### config.mk
export PLATFORM = sky130hd
export DESIGN_NAME = mem_access
export DESIGN_NICKNAME = d
export VERILOG_FILES = /design/src/rtl/core_pkg.sv /design/src/rtl/mem_access.sv
export SDC_FILE = /design/constraint.sdc
export NUM_CORES = 1
export LEC_CHECK = 0
export BUFFER_PORTS_ARGS = -buffer_cell sky130_fd_sc_hd__buf_2
export CAP_MARGIN = 20
export CORE_UTILIZATION = 45
export CTS_CLUSTER_DIAMETER = 150
export CTS_CLUSTER_SIZE = 25
export DETAILED_ROUTE_END_ITERATION = 7
export PLACE_DENSITY = 0.72
export SLEW_MARGIN = 20
export SYNTH_ARGS = -nofsm -noshare
export SYNTH_HDL_FRONTEND = slang
export SYNTH_SLANG_ARGS = --single-unit
### constraint.sdc
create_clock -name clk -period 4.05 [get_ports clk]
set_clock_uncertainty 0.15 [all_clocks]
set_input_delay 0.405 -clock clk [delete_from_list [all_inputs] [get_ports clk]]
set_output_delay 0.405 -clock clk [all_outputs]
set_load 0.01 [all_outputs]
### src/rtl/core_pkg.sv
// rtl/core_pkg.sv - shared opcodes, bundle layout and state types for the memory stage
package core_pkg;

    localparam logic [5:0]  OP_LOAD       = 6'b010000;
    localparam logic [5:0]  OP_STORE      = 6'b010001;
    localparam logic [31:0] BUBBLE_SLOT   = {3'b111, 29'b0};
    localparam logic [63:0] BUBBLE_BUNDLE = {BUBBLE_SLOT, BUBBLE_SLOT};

    typedef enum logic [1:0] {
        EX_ALU,
        EX_LOAD,
        EX_STORE
    } exec_type;

    typedef enum logic [1:0] {
        IDLE,
        BUSY,
        ERR
    } mem_state_t;

    typedef struct packed {
        logic [31:0] pc;
        logic [63:0] inst;
        logic [31:0] u_tdata;
        logic [31:0] l_tdata;
        logic [4:0]  u_rt;
        logic [4:0]  l_rt;
        logic        u_rt_flag;
        logic        l_rt_flag;
    } bundle_t;

    localparam bundle_t EMPTY_BUNDLE = '{
        pc:        32'h0,
        inst:      BUBBLE_BUNDLE,
        u_tdata:   32'h0,
        l_tdata:   32'h0,
        u_rt:      5'h0,
        l_rt:      5'h0,
        u_rt_flag: 1'b0,
        l_rt_flag: 1'b0
    };

    // Only the upper slot may carry a memory op; exec flags loads, stores are decoded here.
    function automatic exec_type decode_exec(input logic is_load, input logic [5:0] upper_op);
        exec_type t;
        t = EX_ALU;
        if (is_load) begin
            t = EX_LOAD;
        end else if (upper_op == OP_STORE) begin
            t = EX_STORE;
        end
        return t;
    endfunction

endpackage

### src/rtl/mem_access.sv
// rtl/mem_access.sv - memory stage: one outstanding data access per bundle, pass-through otherwise
module mem_access
    import core_pkg::*;
#(
    parameter int ADDR_W  = 20,
    parameter int TIMEOUT = 255
) (
    input  logic              clk,
    input  logic              rstn,
    input  logic              ex_to_mem_ready,
    input  logic [31:0]       pc,
    input  logic [63:0]       inst,
    input  logic [31:0]       u_tdata,
    input  logic [31:0]       l_tdata,
    input  logic [31:0]       u_sdata,
    input  logic [4:0]        u_rt,
    input  logic [4:0]        l_rt,
    input  logic              u_rt_flag,
    input  logic              l_rt_flag,
    output logic              mem_stall,
    output logic              mem_req,
    output logic              mem_we,
    output logic [ADDR_W-1:0] mem_addr,
    output logic [31:0]       mem_wdata,
    input  logic              mem_rvalid,
    input  logic [31:0]       mem_rdata,
    output logic              mem_err,
    output logic [31:0]       pc_to_the_next,
    output logic [63:0]       inst_to_the_next,
    output logic [31:0]       u_tdata_to_the_next,
    output logic [31:0]       l_tdata_to_the_next,
    output logic [4:0]        u_rt_to_the_next,
    output logic [4:0]        l_rt_to_the_next,
    output logic              u_rt_flag_to_the_next,
    output logic              l_rt_flag_to_the_next
);

    localparam int              CNT_W    = $clog2(TIMEOUT + 1);
    localparam logic [CNT_W-1:0] CNT_LAST = CNT_W'(TIMEOUT - 1);

    mem_state_t        r_state;
    mem_state_t        w_next_state;
    bundle_t           r_out;
    bundle_t           r_hold;
    bundle_t           w_in;
    bundle_t           w_done;
    exec_type          w_exec_type;
    logic              w_mem_op;
    logic              w_timeout;
    logic              r_mem_req;
    logic              r_mem_we;
    logic              r_mem_err;
    logic [ADDR_W-1:0] r_mem_addr;
    logic [31:0]       r_mem_wdata;
    logic [CNT_W-1:0]  r_cnt;

    assign w_in = '{
        pc:        pc,
        inst:      inst,
        u_tdata:   u_tdata,
        l_tdata:   l_tdata,
        u_rt:      u_rt,
        l_rt:      l_rt,
        u_rt_flag: u_rt_flag,
        l_rt_flag: l_rt_flag
    };

    assign w_exec_type = decode_exec(ex_to_mem_ready, inst[63:58]);
    assign w_mem_op    = (w_exec_type != EX_ALU);
    assign w_timeout   = (r_cnt == CNT_LAST);

    // A completed load replaces the upper result; a store writes no register.
    always_comb begin
        w_done = r_hold;
        if (r_mem_we) begin
            w_done.u_rt_flag = 1'b0;
        end else begin
            w_done.u_tdata = mem_rdata;
        end
    end

    always_ff @(posedge clk or negedge rstn) begin
        if (!rstn) begin
            r_state <= IDLE;
        end else begin
            r_state <= w_next_state;
        end
    end

    always_comb begin
        w_next_state = r_state;
        case (r_state)
            IDLE: if (w_mem_op) w_next_state = BUSY;
            BUSY: begin
                if (mem_rvalid) begin
                    w_next_state = IDLE;
                end else if (w_timeout) begin
                    w_next_state = ERR;
                end
            end
            ERR:     w_next_state = ERR;
            default: w_next_state = IDLE;
        endcase
    end

    // The interlock must assert in the same cycle a memory op is presented.
    always_comb begin
        mem_stall = 1'b0;
        case (r_state)
            IDLE:    mem_stall = w_mem_op;
            BUSY:    mem_stall = ~mem_rvalid;
            ERR:     mem_stall = 1'b1;
            default: mem_stall = 1'b0;
        endcase
    end

    always_ff @(posedge clk or negedge rstn) begin
        if (!rstn) begin
            r_out       <= EMPTY_BUNDLE;
            r_hold      <= EMPTY_BUNDLE;
            r_mem_req   <= 1'b0;
            r_mem_we    <= 1'b0;
            r_mem_err   <= 1'b0;
            r_mem_addr  <= '0;
            r_mem_wdata <= 32'h0;
            r_cnt       <= '0;
        end else begin
            case (r_state)
                IDLE: begin
                    if (w_mem_op) begin
                        r_hold      <= w_in;
                        r_mem_req   <= 1'b1;
                        r_mem_we    <= (w_exec_type == EX_STORE);
                        r_mem_addr  <= u_tdata[ADDR_W-1:0];
                        r_mem_wdata <= u_sdata;
                        r_cnt       <= '0;
                        r_out       <= EMPTY_BUNDLE;
                    end else begin
                        r_out <= w_in;
                    end
                end
                BUSY: begin
                    if (mem_rvalid) begin
                        r_out     <= w_done;
                        r_mem_req <= 1'b0;
                        r_cnt     <= '0;
                    end else begin
                        r_out <= EMPTY_BUNDLE;
                        if (w_timeout) begin
                            r_mem_err <= 1'b1;
                            r_mem_req <= 1'b0;
                        end else begin
                            r_cnt <= r_cnt + 1'b1;
                        end
                    end
                end
                default: begin
                    r_out <= EMPTY_BUNDLE;
                end
            endcase
        end
    end

    assign mem_req               = r_mem_req;
    assign mem_we                = r_mem_we;
    assign mem_addr              = r_mem_addr;
    assign mem_wdata             = r_mem_wdata;
    assign mem_err               = r_mem_err;
    assign pc_to_the_next        = r_out.pc;
    assign inst_to_the_next      = r_out.inst;
    assign u_tdata_to_the_next   = r_out.u_tdata;
    assign l_tdata_to_the_next   = r_out.l_tdata;
    assign u_rt_to_the_next      = r_out.u_rt;
    assign l_rt_to_the_next      = r_out.l_rt;
    assign u_rt_flag_to_the_next = r_out.u_rt_flag;
    assign l_rt_flag_to_the_next = r_out.l_rt_flag;

endmodule
==> impl_metrics.yaml, run 1 <==
run_status:
  status: "completed"
logic_synthesis:
  synth_seq_cells: 389
  syn_inst: 951
  ys_types: 41
  synth_area_per_cell_um2: 15.6
  seq_area_frac_synth: 0.657
  synth_nets: 1193
  syn_area_mm2: 0.0148
  yosys_warnings: 0
cells_and_area:
  areaGrowthSynthToFinish_pct: 36.1
  layout.area.seq_mm2: 0.00975
  nets: 1835
  design_area_mm2: 0.0202
  fill_cells: 2418
  layout-drive-gt1-share: 0.448
  multi_input_area_mm2: 0.00454
power:
  leakagePower_nw: 10.8
  comb_power_share: 0.065
  power_density_mw_per_mm2: 316
  internal_power_mw: 4.99
  p_clk_frac: 0.327
  switching_share: 0.217
  p_seq_frac: 0.609
  p_sw_mw: 1.38
  irDropWorstVdd_mv: 0.299
timing:
  period_share: 0.840
  rsz0062_at_grt: "false"
  slew_violations: 0
  relSlewSlack: 0.273
  fin_tns_setup_ps: 0
  period_needed_ps: 3400
  max_slew.worst_pin.slew_ps: 1080
  hold_violations: 0
  fmax_mhz: 294
  setup_viol: 0
run:
  drv_cap: 0
placed_design:
  dp_hpwl_um: 23200
  place_congestion: 0.788
  place_area_mm2: 0.0174
  portBuffers: 467
worst_setup_path:
  start_kind: "input port"
  arrival_ps: 3720
  reg2reg_to: "u_tdata_to_the_next[15]"
  crit_chain: "dlygate4sd3_1 > buf_2 > or4b_4 > nor3_4 > nor4_4 > buf_4 > o2bb2ai_1 > dlygate4sd3_1"
  cp_common_cell: "dlygate4sd3_1"
  required_ps: 4370
  cp_top_family: "buffers and inverters"
  worstSetupEndpointType: "flip-flop"
  ff2ff_path_depth: 4
  critical_path_class: "in -> reg"
  r2r-start: "r_state[1]"
  crit_buf_inv: 4
  critPathMaxStageDelay_ps: 810
  r2r_slack_ps: 830
  slowest_stage: "nor4_4"
  cp_max_fo: 55
hold_path:
  hold_path_depth: 3
  hold_start: "mem_rdata[22]"
  hold_end: "u_tdata_to_the_next[22]"
  hp-class: "in -> reg"
global_routing:
  antenna_found_initial: 1
  grt_use_met1: 0.269
  grt_use_total: 0.221
  grt_pass1_vias: 11000
  grt_max_degree: 126
  grtUsageMet2: 0.383
  busiest_layer: "met2"
  grtUsageMet3: 0.0561
  grt-ovfl-total: 0
  grt_pass1_wl_um: 58900
route:
  dr_total_vias: 10500
  wl_um: 38300
  routedWlPerCell_um: 18.8
  drt_pre_antenna_iters: 4
  drtAntennaViolNets: 0
  drt_iter0_markers: 461
  drc: 0
  vias_per_cell: 5.14
clock_tree:
  cts_resized: 0
  numCtsBuffers: 19
  cts_tree: "built"
  cts_max_level: 1
  cts_buffer_depth: 3
  clk_pin_slew_ps: 110
  clk_latency_ps: 520
  cts.sinks: 389
  cts-root-buf: "clkbuf_16"
floorplan:
  die_width_um: 184
  rows: 66
  die_h_um: 184
  start_util: 0.457
  io_pins: 468
  dieArea_mm2: 0.0337
  core_mm2: 0.0325
-- per-stage QoR --
stage | setup WS (ps) | power [mW] | hold slack, ps | utilization | instances
2_1_floorplan | 1670 | 3.97 | -40.6 | - | 951
3_3_place_gp | 882 | 4.20 | 306 | 0.537 | 1790
3_5_place_dp | 872 | 4.21 | 316 | 0.537 | 1790
4_1_cts | 738 | 6.44 | 0.263 | 0.622 | 2040
5_1_grt | 515 | 6.62 | 6.02 | 0.623 | 2042
6_report | 647 | 6.38 | 6.57 | 0.623 | 2042
-- cell usage in the layout, fill, tap and decap left out, drive strengths merged, types with 2 or more instances in the layout --
cell / count
nand2b: 2
nor2: 4
o31ai: 2
o21ai: 5
o21a: 2
nand2: 8
clkbuf: 26
a31oi: 4
o22a: 5
mux2: 204
and2: 2
inv: 5
dlygate4sd3: 223
dfstp: 12
mux2i: 32
dfrtp: 377
a21oi: 12
ha: 2
a22o: 133
o2bb2ai: 33
buf: 485
nand3: 4
and3: 2
-- cell families (layout without fill, tap and decap cells) --
group           count (synthesis)  count (layout)  share of synthesized area
compound gates                202             202                      0.114
mux                           236             236                      0.176
fa+ha+maj                       2               2                    0.00169
other cells                     0               1                          0
flops                         389             389                      0.657
simple gates                   30              30                     0.0122
buf+inv                        92             740                     0.0386
-- sequential cells by signal, indices dropped and copies added (netlist names), 2 cells and up --
| name | count |
|---|---|
| inst_to_the_next | 64 |
| l_rt_to_the_next | 5 |
| l_tdata_to_the_next | 32 |
| mem_wdata | 32 |
| pc_to_the_next | 32 |
| r_cnt | 8 |
| r_hold | 172 |
| r_state | 2 |
| u_rt_to_the_next | 5 |
| u_tdata_to_the_next | 32 |
-- synthesized netlist by cell type --
cell type	number	share of area
o21a_1	2	0.0010
mux2i_1	32	0.022
o41ai_2	1	0.0011
buf_6	15	0.011
mux2_2	193	0.15
or4_1	1	0.00051
and4_1	1	0.00059
dfstp_2	12	0.021
or4b_4	1	0.00093
buf_8	1	0.0010
mux2_1	11	0.0083
o2bb2ai_1	33	0.019
nand3_1	4	0.0013
a32o_1	1	0.00067
a41oi_1	1	0.00059
nand2_1	8	0.0020
nor4_2	1	0.00084
buf_4	27	0.014
a22o_1	133	0.078
o21ai_0	5	0.0017
ha_1	2	0.0017
nand2b_1	2	0.00084
a21oi_1	12	0.0040
dfrtp_1	377	0.64
nor2_1	4	0.0010
buf_2	2	0.00067
and3_1	2	0.00084
clkbuf_1	38	0.0096
o31ai_1	2	0.0010
o22a_1	5	0.0030
inv_1	5	0.0013
and2_1	2	0.00084
a31oi_1	4	0.0017
nor2b_1	1	0.00042
buf_1	4	0.0010
a21o_1	1	0.00051
o21bai_1	1	0.00051
nor3b_1	1	0.00051
nand4_1	1	0.00042
nor3_4	1	0.0011
a211o_1	1	0.00059
-- routing by layer --
layer  vias to the layer above  share of wire  routed length (µm)
met5                         -              0                   0
met4                         0          0.030                1160
met3                        69          0.079                3020
met2                       416           0.50               19300
met1                      5282           0.39               14800
li1                       4736              -                   -
-- layout make-up --
class | count | share of cell area
clock buffers | 26 | 0.0248
multi-input cells | 470 | 0.225
diodes | 1 | 0.000124
flip-flops and latches | 389 | 0.483
well taps | 442 | 0.0274
inverters | 5 | 0.000929
repair buffers | 708 | 0.239
clock inverters | 1 | 0.000805
-- worst reg2reg max path, cell delays in order, from the launching register on --
cell           delay [ps]
dfrtp_1               500
nor4_4                960
buf_4                 670
o2bb2ai_1             280
dlygate4sd3_1         600
-- what timing repair did --
item,in CTS,in global routing
hold buffers,223,0
hold endpoints to repair,482,0
buffers inserted,0,0
-- power groups by stage --
| stage | sequential (mW) | combinational (mW) | clock [mW] |
|---|---|---|---|
| after global routing | 3.88 | 0.451 | 2.29 |
| after global placement | 3.96 | 0.243 | 0 |
| final | 3.88 | 0.412 | 2.08 |
| after floorplan | 3.96 | 0.0141 | 0 |
| after CTS | 3.88 | 0.407 | 2.15 |
| after detailed placement | 3.96 | 0.249 | 0 |
-- worst max path at each step --
stage,from,end,slack [ps],cells after the start
finish,inst[58],u_tdata_to_the_next[15],650,8
global route,inst[58],u_tdata_to_the_next[15],510,8
CTS,inst[58],u_tdata_to_the_next[11],740,8
detailed placement,inst[58],l_tdata_to_the_next[1],870,6
global placement,inst[58],l_tdata_to_the_next[1],880,6
floorplan,inst[59],mem_stall,1670,6
(Power assumes the default switching activity.)
==> inputs of run 2 (changes only) <==
- PLACE_DENSITY: 0.72 -> 0.75
- clock period: 4.05 -> 2.8 ns (I/O delays scaled with it)
==> run 2 against run 1 <==
  * Final area grew 1.5%
  * Hold slack gained 41 ps
  * Clock power grew 47%
  * Critical path depth shrank 1
  * Register-to-register slack lost 150 ps
  * Clock-buffer cell count grew 6
  * Core utilization grew 0.96 points
  * Critical endpoint is now mem_wdata[24]
  * Highest routed layer unchanged
==> impl_metrics.yaml, run 2 (synthesis results as in run 1) <==
global_routing:
  grt_use_total: 0.231
  grt_pass1_vias: 11500
  grt_max_degree: 124
  grt_pass1_wl_um: 61300
  antenna_found_initial: 3
  grt-ovfl-total: 0
clock_tree:
  clk_pin_slew_ps: 100
  cts.sinks: 389
  cts_max_level: 1
  cts_tree: "built"
  numCtsBuffers: 19
  clk_latency_ps: 520
  cts_buffer_depth: 3
  cts-root-buf: "clkbuf_16"
cells_and_area:
  nets: 1859
  largest_reg_flops: 172
  mostFrequentLayoutCells: "buf_2 (466), dfrtp_1 (376), dlygate4sd3_1 (238), mux2_2 (193), a22o_1 (133)"
  layout-drive-gt1-share: 0.446
  areaGrowthSynthToFinish_pct: 38.2
  regMostFlops: "r_hold"
  final_common_cell: "buf_2"
  fin_cells: 2074
route:
  drt_iter0_markers: 521
  dr_total_vias: 10800
  routedWlPerCell_um: 19.1
  drt_pre_antenna_iters: 5
  wl_um: 39600
  vias_per_cell: 5.21
  drc: 0
  drtAntennaViolNets: 0
power:
  power_density_mw_per_mm2: 454
  leakagePower_nw: 10.8
  irDropWorstVdd_mv: 0.418
worst_setup_path:
  arrival_ps: 2890
  critPathMaxStageDelay_ps: 600
  crit_chain: "dlygate4sd3_1 > buf_2 > or4b_4 > nor3_4 > o21a_4 > buf_12 > mux2_2"
  start_kind: "input port"
  worstSetupEndpointType: "flip-flop"
  critical_path_class: "in -> reg"
  required_ps: 3060
  r2r_slack_ps: 680
  slowest_stage: "or4b_4"
  cp_max_fo: 49
floorplan:
  start_util: 0.457
  dieArea_mm2: 0.0337
  die_width_um: 184
  io_pins: 468
  core_mm2: 0.0325
  rows: 66
  die_h_um: 184
placed_design:
  dp_hpwl_um: 24400
  portBuffers: 467
  place_congestion: 0.772
  dp_cells: 1797
hold_path:
  hp-class: "in -> reg"
timing:
  setup_viol: 0
  period_needed_ps: 2630
  rsz0062_at_grt: "false"
  period_share: 0.939
  slew_violations: 0
  hold_violations: 0
  fmax_mhz: 380
  relSlewSlack: 0.559
  fin_tns_setup_ps: 0
  max_slew.worst_pin.slew_ps: 661
run_status:
  status: "completed"
run:
  drv_cap: 0
run 2: cell count changes in the layout (fill, tap and decap cells not counted):
cell and delta:
buf_12 +7, buf_16 -1, buf_4 +3, clkbuf_1 +6, diode_2 +2, dlygate4sd3_1 +15
run 2: timing repair:
item	CTS	global route
endpoints found under the hold margin	443	0
hold buffers	238	0
setup endpoints to repair	0	1
buffers inserted	0	3
gates resized for setup	0	0
run 2: path summary, 6_finish.rpt:
| check | from | depth (start not counted) | to |
|---|---|---|---|
| worst max-delay path | inst[59] | 7 | mem_wdata[24] |
| worst min-delay path | mem_rvalid | 3 | mem_req |
| worst max register to register | r_state[1] | 5 | mem_wdata[24] |
| worst min register to register | r_hold[27] | 1 | l_tdata_to_the_next[15] |
| max in group asynchronous | rstn | 3 | inst_to_the_next[61] |
| min in group asynchronous | rstn | 2 | inst_to_the_next[60] |
run 2: per-stage QoR:
| stage | hold slack, ps | utilization | setup WS, ps | total power, mW | area [µm²] |
|---|---|---|---|---|---|
| floorplan | -166 | - | 655 | 5.75 | 14800 |
| global placement | 135 | 0.541 | 226 | 6.08 | 17600 |
| detailed placement | 140 | 0.541 | 208 | 6.09 | 17600 |
| CTS | 12.5 | 0.631 | 52.4 | 9.43 | 20500 |
| global route | 42.6 | 0.632 | 106 | 9.68 | 20500 |
| finish | 48.0 | 0.632 | 171 | 9.32 | 20500 |
run 2: metal layers:
layer	global-route usage	up-vias	routed length (µm)
met5	0	-	0
met4	0.0870	0	1570
met3	0.0549	89	2850
met2	0.405	443	20200
met1	0.275	5470	15000
li1	-	4797	-
run 2: critical path: cells and delay by family:
kind	cells	cell delay, ps
compound gates	1	320
buf+inv	3	980
mux	1	380
simple gates	2	840
run 2: area by class of cell:
cell class                      count  area, µm²
Fill cell                        2314      11900
Multi-Input combinational cell    470       4540
Clock inverter                      1       16.3
Tap cell                          442        553
Antenna cell                        3       7.51
Inverter                            5       18.8
Sequential cell                   389       9750
Clock buffer                       32        524
Timing Repair Buffer              732       5110
run 2: report_power, final:
part	internal [mW]	leakage (nW)	switching [mW]
clock network	1.31	0.256	1.76
logic	0.366	5.19	0.274
registers	5.61	5.38	0
total	7.29	10.8	2.03
